### src/rtl/riscv_inst_encoder.sv
// riscv_inst_encoder: range-checks instruction descriptions and emits RV32I words with sequential byte addresses.
module riscv_inst_encoder (
   input  logic        clk,
   input  logic        rst_n,
   input  logic        clear,
   input  logic        in_valid,
   output logic        in_ready,
   input  logic [3:0]  in_kind,
   input  logic [2:0]  in_funct3,
   input  logic        in_funct7b5,
   input  logic [4:0]  in_rd,
   input  logic [4:0]  in_rs1,
   input  logic [4:0]  in_rs2,
   input  logic [31:0] in_imm,
   output logic        out_valid,
   input  logic        out_ready,
   output logic [31:0] out_instr,
   output logic [31:0] out_addr,
   output logic        err,
   output logic [7:0]  err_cnt
);
   logic        out_valid_q, out_valid_d;
   logic [31:0] out_instr_q, out_instr_d;
   logic [31:0] out_addr_q, out_addr_d;
   logic [31:0] pc_q, pc_d;
   logic        err_q, err_d;
   logic [7:0]  err_cnt_q, err_cnt_d;
   logic        legal, accept, load, rej, shift;
   logic        imm12_ok, imm13_ok, imm21_ok, sh_ok;
   logic [31:0] enc;

   // A value fits an N-bit signed field when every bit above the field's sign bit matches it.
   assign imm12_ok = &in_imm[31:11] | ~|in_imm[31:11];
   assign imm13_ok = &in_imm[31:12] | ~|in_imm[31:12];
   assign imm21_ok = &in_imm[31:20] | ~|in_imm[31:20];
   assign sh_ok    = ~|in_imm[31:5];
   assign shift    = in_funct3 == 3'b001 || in_funct3 == 3'b101;

   always_comb begin
      legal = 1'b0;
      enc   = '0;
      case (in_kind)
         4'd0: begin
            legal = 1'b1;
            enc   = {1'b0, in_funct7b5, 5'b0, in_rs2, in_rs1, in_funct3, in_rd, 7'b0110011};
         end
         4'd1: begin
            legal = shift ? sh_ok : imm12_ok;
            enc   = {shift ? {1'b0, in_funct7b5, 5'b0, in_imm[4:0]} : in_imm[11:0],
                     in_rs1, in_funct3, in_rd, 7'b0010011};
         end
         4'd2: begin
            legal = imm12_ok;
            enc   = {in_imm[11:0], in_rs1, 3'b010, in_rd, 7'b0000011};
         end
         4'd3: begin
            legal = imm12_ok;
            enc   = {in_imm[11:5], in_rs2, in_rs1, 3'b010, in_imm[4:0], 7'b0100011};
         end
         4'd4, 4'd5: begin
            legal = imm13_ok & ~in_imm[0];
            enc   = {in_imm[12], in_imm[10:5], in_rs2, in_rs1, 2'b00, in_kind[0],
                     in_imm[4:1], in_imm[11], 7'b1100011};
         end
         4'd6: begin
            legal = imm21_ok & ~in_imm[0];
            enc   = {in_imm[20], in_imm[10:1], in_imm[11], in_imm[19:12], in_rd, 7'b1101111};
         end
         4'd7: begin
            legal = imm12_ok;
            enc   = {in_imm[11:0], in_rs1, 3'b000, in_rd, 7'b1100111};
         end
         4'd8: begin
            legal = ~|in_imm[11:0];
            enc   = {in_imm[31:12], in_rd, 7'b0110111};
         end
         default: begin
            legal = 1'b0;
            enc   = '0;
         end
      endcase
   end

   assign in_ready = rst_n & ~clear & (~out_valid_q | out_ready);
   assign accept   = in_valid & in_ready;
   assign load     = accept & legal;
   assign rej      = accept & ~legal;

   // clear blocks acceptance through in_ready, so load/rej are already low during clear.
   always_comb begin
      out_valid_d = clear ? 1'b0 : load ? 1'b1 : out_ready ? 1'b0 : out_valid_q;
      out_instr_d = load ? enc : out_instr_q;
      out_addr_d  = load ? pc_q : out_addr_q;
      pc_d        = clear ? '0 : load ? pc_q + 32'd4 : pc_q;
      err_d       = clear ? 1'b0 : err_q | rej;
      err_cnt_d   = clear ? '0 : (rej && err_cnt_q != 8'hFF) ? err_cnt_q + 8'd1 : err_cnt_q;
   end

   always_ff @(posedge clk or negedge rst_n) begin
      if (!rst_n) begin
         out_valid_q <= 1'b0;
         out_instr_q <= '0;
         out_addr_q  <= '0;
         pc_q        <= '0;
         err_q       <= 1'b0;
         err_cnt_q   <= '0;
      end else begin
         out_valid_q <= out_valid_d;
         out_instr_q <= out_instr_d;
         out_addr_q  <= out_addr_d;
         pc_q        <= pc_d;
         err_q       <= err_d;
         err_cnt_q   <= err_cnt_d;
      end
   end

   assign out_valid = out_valid_q;
   assign out_instr = out_instr_q;
   assign out_addr  = out_addr_q;
   assign err       = err_q;
   assign err_cnt   = err_cnt_q;
endmodule

### config.mk
export PLATFORM = sky130hd
export DESIGN_NAME = riscv_inst_encoder
export DESIGN_NICKNAME = d
export VERILOG_FILES = /design/src/rtl/riscv_inst_encoder.sv
export SDC_FILE = /design/constraint.sdc
export NUM_CORES = 1
export LEC_CHECK = 0
export CAP_MARGIN = 0
export CORE_AREA = 5 5 109 111
export DETAILED_ROUTE_END_ITERATION = 7
export DIE_AREA = 0 0 114 116
export HOLD_SLACK_MARGIN = 0.12
export PLACE_DENSITY_LB_ADDON = 0.12
export SLEW_MARGIN = 40
export SYNTH_ARGS = -nofsm -noshare
export SYNTH_HDL_FRONTEND = slang
export SYNTH_SLANG_ARGS = --single-unit
export TNS_END_PERCENT = 20
### constraint.sdc
create_clock -name clk -period 3 [get_ports clk]
set_input_delay 0.75 -clock clk [delete_from_list [all_inputs] [get_ports clk]]
set_output_delay 0.75 -clock clk [all_outputs]
set_load 0.05 [all_outputs]
==> results by stage <==
Run status:
- The flow ran to the end, and the final reports show no timing, DRC or antenna violations.

CTS:
- The number of buffers added to fix hold violations after cts is 0.
- In this run the deepest clock path goes through 2 buffers.
- The cell chosen for the clock root is sky130_fd_sc_hd__clkbuf_8.
- The clock drives 101 sinks.
- TritonCTS built the clock tree.
- The H-tree level count is 3.
- The later pin in the worst-skew pair is clocked with a latency of roughly 0.38 ns.
- The clock transition at the registers of the reported paths is 0.10 ns.
- The CTS buffer count is 9.

Synthesis:
- The dominant synthesized flop cell is sky130_fd_sc_hd__dfrtp_1.
- The share of synthesized registers carrying an async set or reset is between 90% and 100%.
- For this run, the number of Yosys warnings is 0.
- The number of instances in the synthesized netlist is between 500 and 600.
- After synthesis the netlist holds a flip-flop and latch count of ~100.
- The cell area that synthesis handed to floorplanning was between 5000 and 6000 um^2.
- Yosys mapped a number of flops with a built-in enable equal to 0.
- The number of distinct library cells after synthesis is 55.
- Dividing the synthesized area by the synthesized cell count gives roughly 9.7 um^2.
- Sequential elements use 49.0% of the synthesized area.

GRT:
- The layer flagged by global routing as most heavily used is met2.
- The maximum number of pins on one net before global-route repair is 60.
- For this run the aggregate overflow at the end of global routing stands at 0.
- The initial antenna violation count is 1.
- The met3 layer usage reported by global route is under 10%.
- The met2 track demand over resource in global routing is about two fifths.
- Across every metal layer, demand over resource in global routing totals about a quarter.
- The met1 track demand over resource is between 30% and 40%.
- The first global-routing pass estimated 25100 um of wire.
- The number of global-route vias before repair is between 4000 and 5000.

Timing:
- Subtracting the final worst setup slack from the clock period gives 2.95 ns.
- On the final layout, the worst clock skew is approximately 0.011 ns.
- The number of endpoints with negative hold slack in the final report was 0.
- The post-route worst hold slack is approximately 0.49 ns.
- The worst max-slew margin expressed relative to the limit is 50.2%.
- The number of pins exceeding their max-slew limit in the final report is 0.
- Setup violations remaining at the end of the flow were counted as 0.
- After layout, the worst path uses a little over nine tenths of the clock period.
- Setup repair after global routing could not meet its margin everywhere.
- Based on the critical path, the design can be clocked at up to 339 MHz.
- The actual slew at the worst max-slew pin is ~0.75 ns.

Placed design:
- Detailed placement ended at an HPWL of 11700 um.
- The cell area reported after detailed placement is ~7100 um^2.
- Routability-driven placement finished with a final weighted congestion of about 0.95.
- The count of placed standard cells including taps is 846.
- The number of buffers inserted by port buffering is around 130.

Power:
- The power per standard cell area is 390 nW/um^2.
- VDD sags by at most roughly 0.28 mV.
- After layout, the design draws a total of approximately 3.0 mW.
- In this run the static leakage power is around 3.3 nW.

Floorplan:
- The floorplan die height is roughly 120 um.
- The number of placement rows is 38.
- The die width is approximately 110 um.
- The starting density of the core is 48.2%.
- For this design the top-level I/O count stands at about 140.
- The die covers 13200 um^2.
- After floorplanning, the core was sized to cover approximately 11000 um^2.

Setup path:
- In this run the worst path has a maximum fanout of 12.
- The worst setup path is of the in -> reg kind.
- The critical path endpoint category is a flip-flop.
- For the worst setup path, the data required time is ~3.3 ns.
- The worst path arrival time is 3.21 ns.
- The kind of launch point of the worst setup path is an input port.

Finish:
- Leaving out fill and tap cells, the most frequent cell in the layout is sky130_fd_sc_hd__clkdlybuf4s50_1.
- The layout has about 800 filler cells.
- The number of standard cells in the final layout excluding fillers is around 870.
- The final instance area is between 7000 and 8000 um^2.
- The library cells used most frequently in the layout, excluding fill and tap cells, are sky130_fd_sc_hd__clkdlybuf4s50_1, sky130_fd_sc_hd__dfrtp_1, sky130_fd_sc_hd__buf_4.
- Measured on the finished design, the core utilization comes to a little under three quarters.
- The net total in the final layout is ~790.
- The area of the multi-input gates is approximately 2600 um^2.
- The area growth from synthesis to layout is 47.1%.
- Of the cells placed in the final design, the portion with a size suffix greater than 1 is around a fifth.
- The repair_antennas step left the layout with diodes totalling 0.
- Summing all flip-flop and latch instances after layout gives roughly 2500 um^2.

Routing:
- The first detailed-routing pass took 5 iterations.
- Dividing the detail-routed wire length by the instance count gives ~18 um.
- In this run, the number of DRC markers left after iteration 0 of detailed routing was between 300 and 400.
- The antenna violation net count after detailed routing is 0.
- The number of remaining DRC errors is 0.
- The ratio of routed vias to standard cells is 5.74.
- The final routed wirelength across all metal layers is roughly 16000 um.
- Summing over every cut layer, the via total after detailed routing is around 5000.

Flow run:
- The tool flagged a number of max-cap violations equal to 0.

Worst hold path:
- The min-delay analysis places its worst path in the category reg -> reg.
==> metal layers <==
metal / up-vias / part of all wire, %
met5: - / 0
met4: 0 / 1.8
met3: 26 / 6.8
met2: 206 / 49
met1: 2414 / 42
li1: 2336 / -
==> power by group <==
group / total [mW] / internal (mW) / switching, mW
Sequential: 1.42 / 1.40 / 0.0212
Clock: 0.941 / 0.408 / 0.533
Combinational: 0.593 / 0.236 / 0.357
==> logic make-up (layout without fill, tap and decap cells) <==
kind of cell    count (synthesis)  in the layout  synth area share (%)
compound gates                145            147                  17.7
xor+xnor                       13             13                  2.21
mux                            30             30                  6.43
simple gates                  194            194                  20.0
buf+inv                        44            239                  4.08
other cells                     1              2                0.0728
fa+ha+maj                       2              2                 0.485
flops                         101            101                  49.0
==> synth_stat cells, types with 2 or more instances <==
cell type | instances | share of area (%)
sky130_fd_sc_hd__dfrtp_1 | 101 | 49
sky130_fd_sc_hd__nand2_1 | 61 | 4.4
sky130_fd_sc_hd__o21ai_0 | 54 | 5.2
sky130_fd_sc_hd__a21oi_1 | 33 | 3.2
sky130_fd_sc_hd__nor2_1 | 30 | 2.2
sky130_fd_sc_hd__mux2_2 | 25 | 5.5
sky130_fd_sc_hd__a22oi_1 | 19 | 2.8
sky130_fd_sc_hd__clkbuf_1 | 14 | 1.0
sky130_fd_sc_hd__buf_2 | 12 | 1.2
sky130_fd_sc_hd__nand3_1 | 12 | 1.2
sky130_fd_sc_hd__nand4_1 | 12 | 1.5
sky130_fd_sc_hd__inv_1 | 11 | 0.80
sky130_fd_sc_hd__nor2b_1 | 11 | 1.3
sky130_fd_sc_hd__xnor2_1 | 10 | 1.7
sky130_fd_sc_hd__nand2b_1 | 9 | 1.1
sky130_fd_sc_hd__o31ai_1 | 9 | 1.3
sky130_fd_sc_hd__or3_1 | 9 | 1.1
sky130_fd_sc_hd__or4_1 | 8 | 1.2
sky130_fd_sc_hd__a2111oi_0 | 7 | 1.2
sky130_fd_sc_hd__nor3_1 | 7 | 0.68
sky130_fd_sc_hd__and3_1 | 6 | 0.73
sky130_fd_sc_hd__buf_4 | 6 | 0.87
sky130_fd_sc_hd__and2_1 | 5 | 0.61
sky130_fd_sc_hd__mux2i_1 | 5 | 0.97
sky130_fd_sc_hd__nor4_1 | 5 | 0.61
sky130_fd_sc_hd__a221oi_1 | 4 | 0.68
sky130_fd_sc_hd__and4_1 | 4 | 0.68
sky130_fd_sc_hd__nor4_2 | 4 | 0.97
sky130_fd_sc_hd__a211oi_1 | 3 | 0.44
sky130_fd_sc_hd__xor2_1 | 3 | 0.51
sky130_fd_sc_hd__a32oi_1 | 2 | 0.34
sky130_fd_sc_hd__a41o_1 | 2 | 0.39
sky130_fd_sc_hd__ha_1 | 2 | 0.49
sky130_fd_sc_hd__nand3b_1 | 2 | 0.29
sky130_fd_sc_hd__nand4b_1 | 2 | 0.34
sky130_fd_sc_hd__nor3b_1 | 2 | 0.29
==> layout make-up <==
class / count / share of cell area (%)
clock buffer: 9 / 1.63
clock inverter: 7 / 1.17
inverter: 11 / 0.545
multi-input combinational: 388 / 34.7
sequential: 101 / 33.3
tap: 140 / 2.31
timing repair buffer: 212 / 26.3
==> critical path, cell delays in order <==
cell and delay, ns:
sky130_fd_sc_hd__clkdlybuf4s50_1 0.45, sky130_fd_sc_hd__nand2b_1 0.21, sky130_fd_sc_hd__a221oi_4 0.30, sky130_fd_sc_hd__buf_4 0.17
sky130_fd_sc_hd__nand2_1 0.08, sky130_fd_sc_hd__a211o_4 0.37, sky130_fd_sc_hd__o21ai_4 0.30, sky130_fd_sc_hd__buf_6 0.22
sky130_fd_sc_hd__mux2_2 0.36
==> path summary, 6_finish.rpt <==
check                                               start                         to  slack (ns)  cells past startpoint
worst max-delay path                         in_funct3[1]    out_addr[3]$_DFFE_PN0P_        0.05                      9
worst min-delay path            out_instr[24]$_DFFE_PN0P_  out_instr[24]$_DFFE_PN0P_        0.49                      2
worst max register to register        pc_q[5]$_DFFE_PN0P_       pc_q[30]$_DFFE_PN0P_        0.53                      7
worst min register to register  out_instr[24]$_DFFE_PN0P_  out_instr[24]$_DFFE_PN0P_        0.49                      2
max in group asynchronous                           rst_n     err_cnt[7]$_DFFE_PN0P_        1.35                      3
min in group asynchronous                           rst_n  out_instr[15]$_DFFE_PN0P_        0.50                      2
==> sequential cells by signal, summed over array words and instances, names as in the netlist <==
signal     cells
err            1
err_cnt        8
out_addr      30
out_instr     31
out_valid      1
pc_q          30
==> metrics by stage <==
stage	setup WS, ns	TNS (ns)
final	0.0517	0
after global routing	-0.0107	-0.0107
after CTS	-0.0451	-0.0783
after detailed placement	-0.508	-39.34
after global placement	-0.471	-35.98
after floorplan	0.0653	0
==> timing repair <==
item / 4_1_cts / 5_1_grt
resized for setup: 5 / 49
buffers inserted: 1 / 3
pin swaps: 4 / 11
cloned: 0 / 2
endpoints found under the hold margin: 0 / 0
setup endpoints to repair: 69 / 59
(Power assumes the default switching activity.)
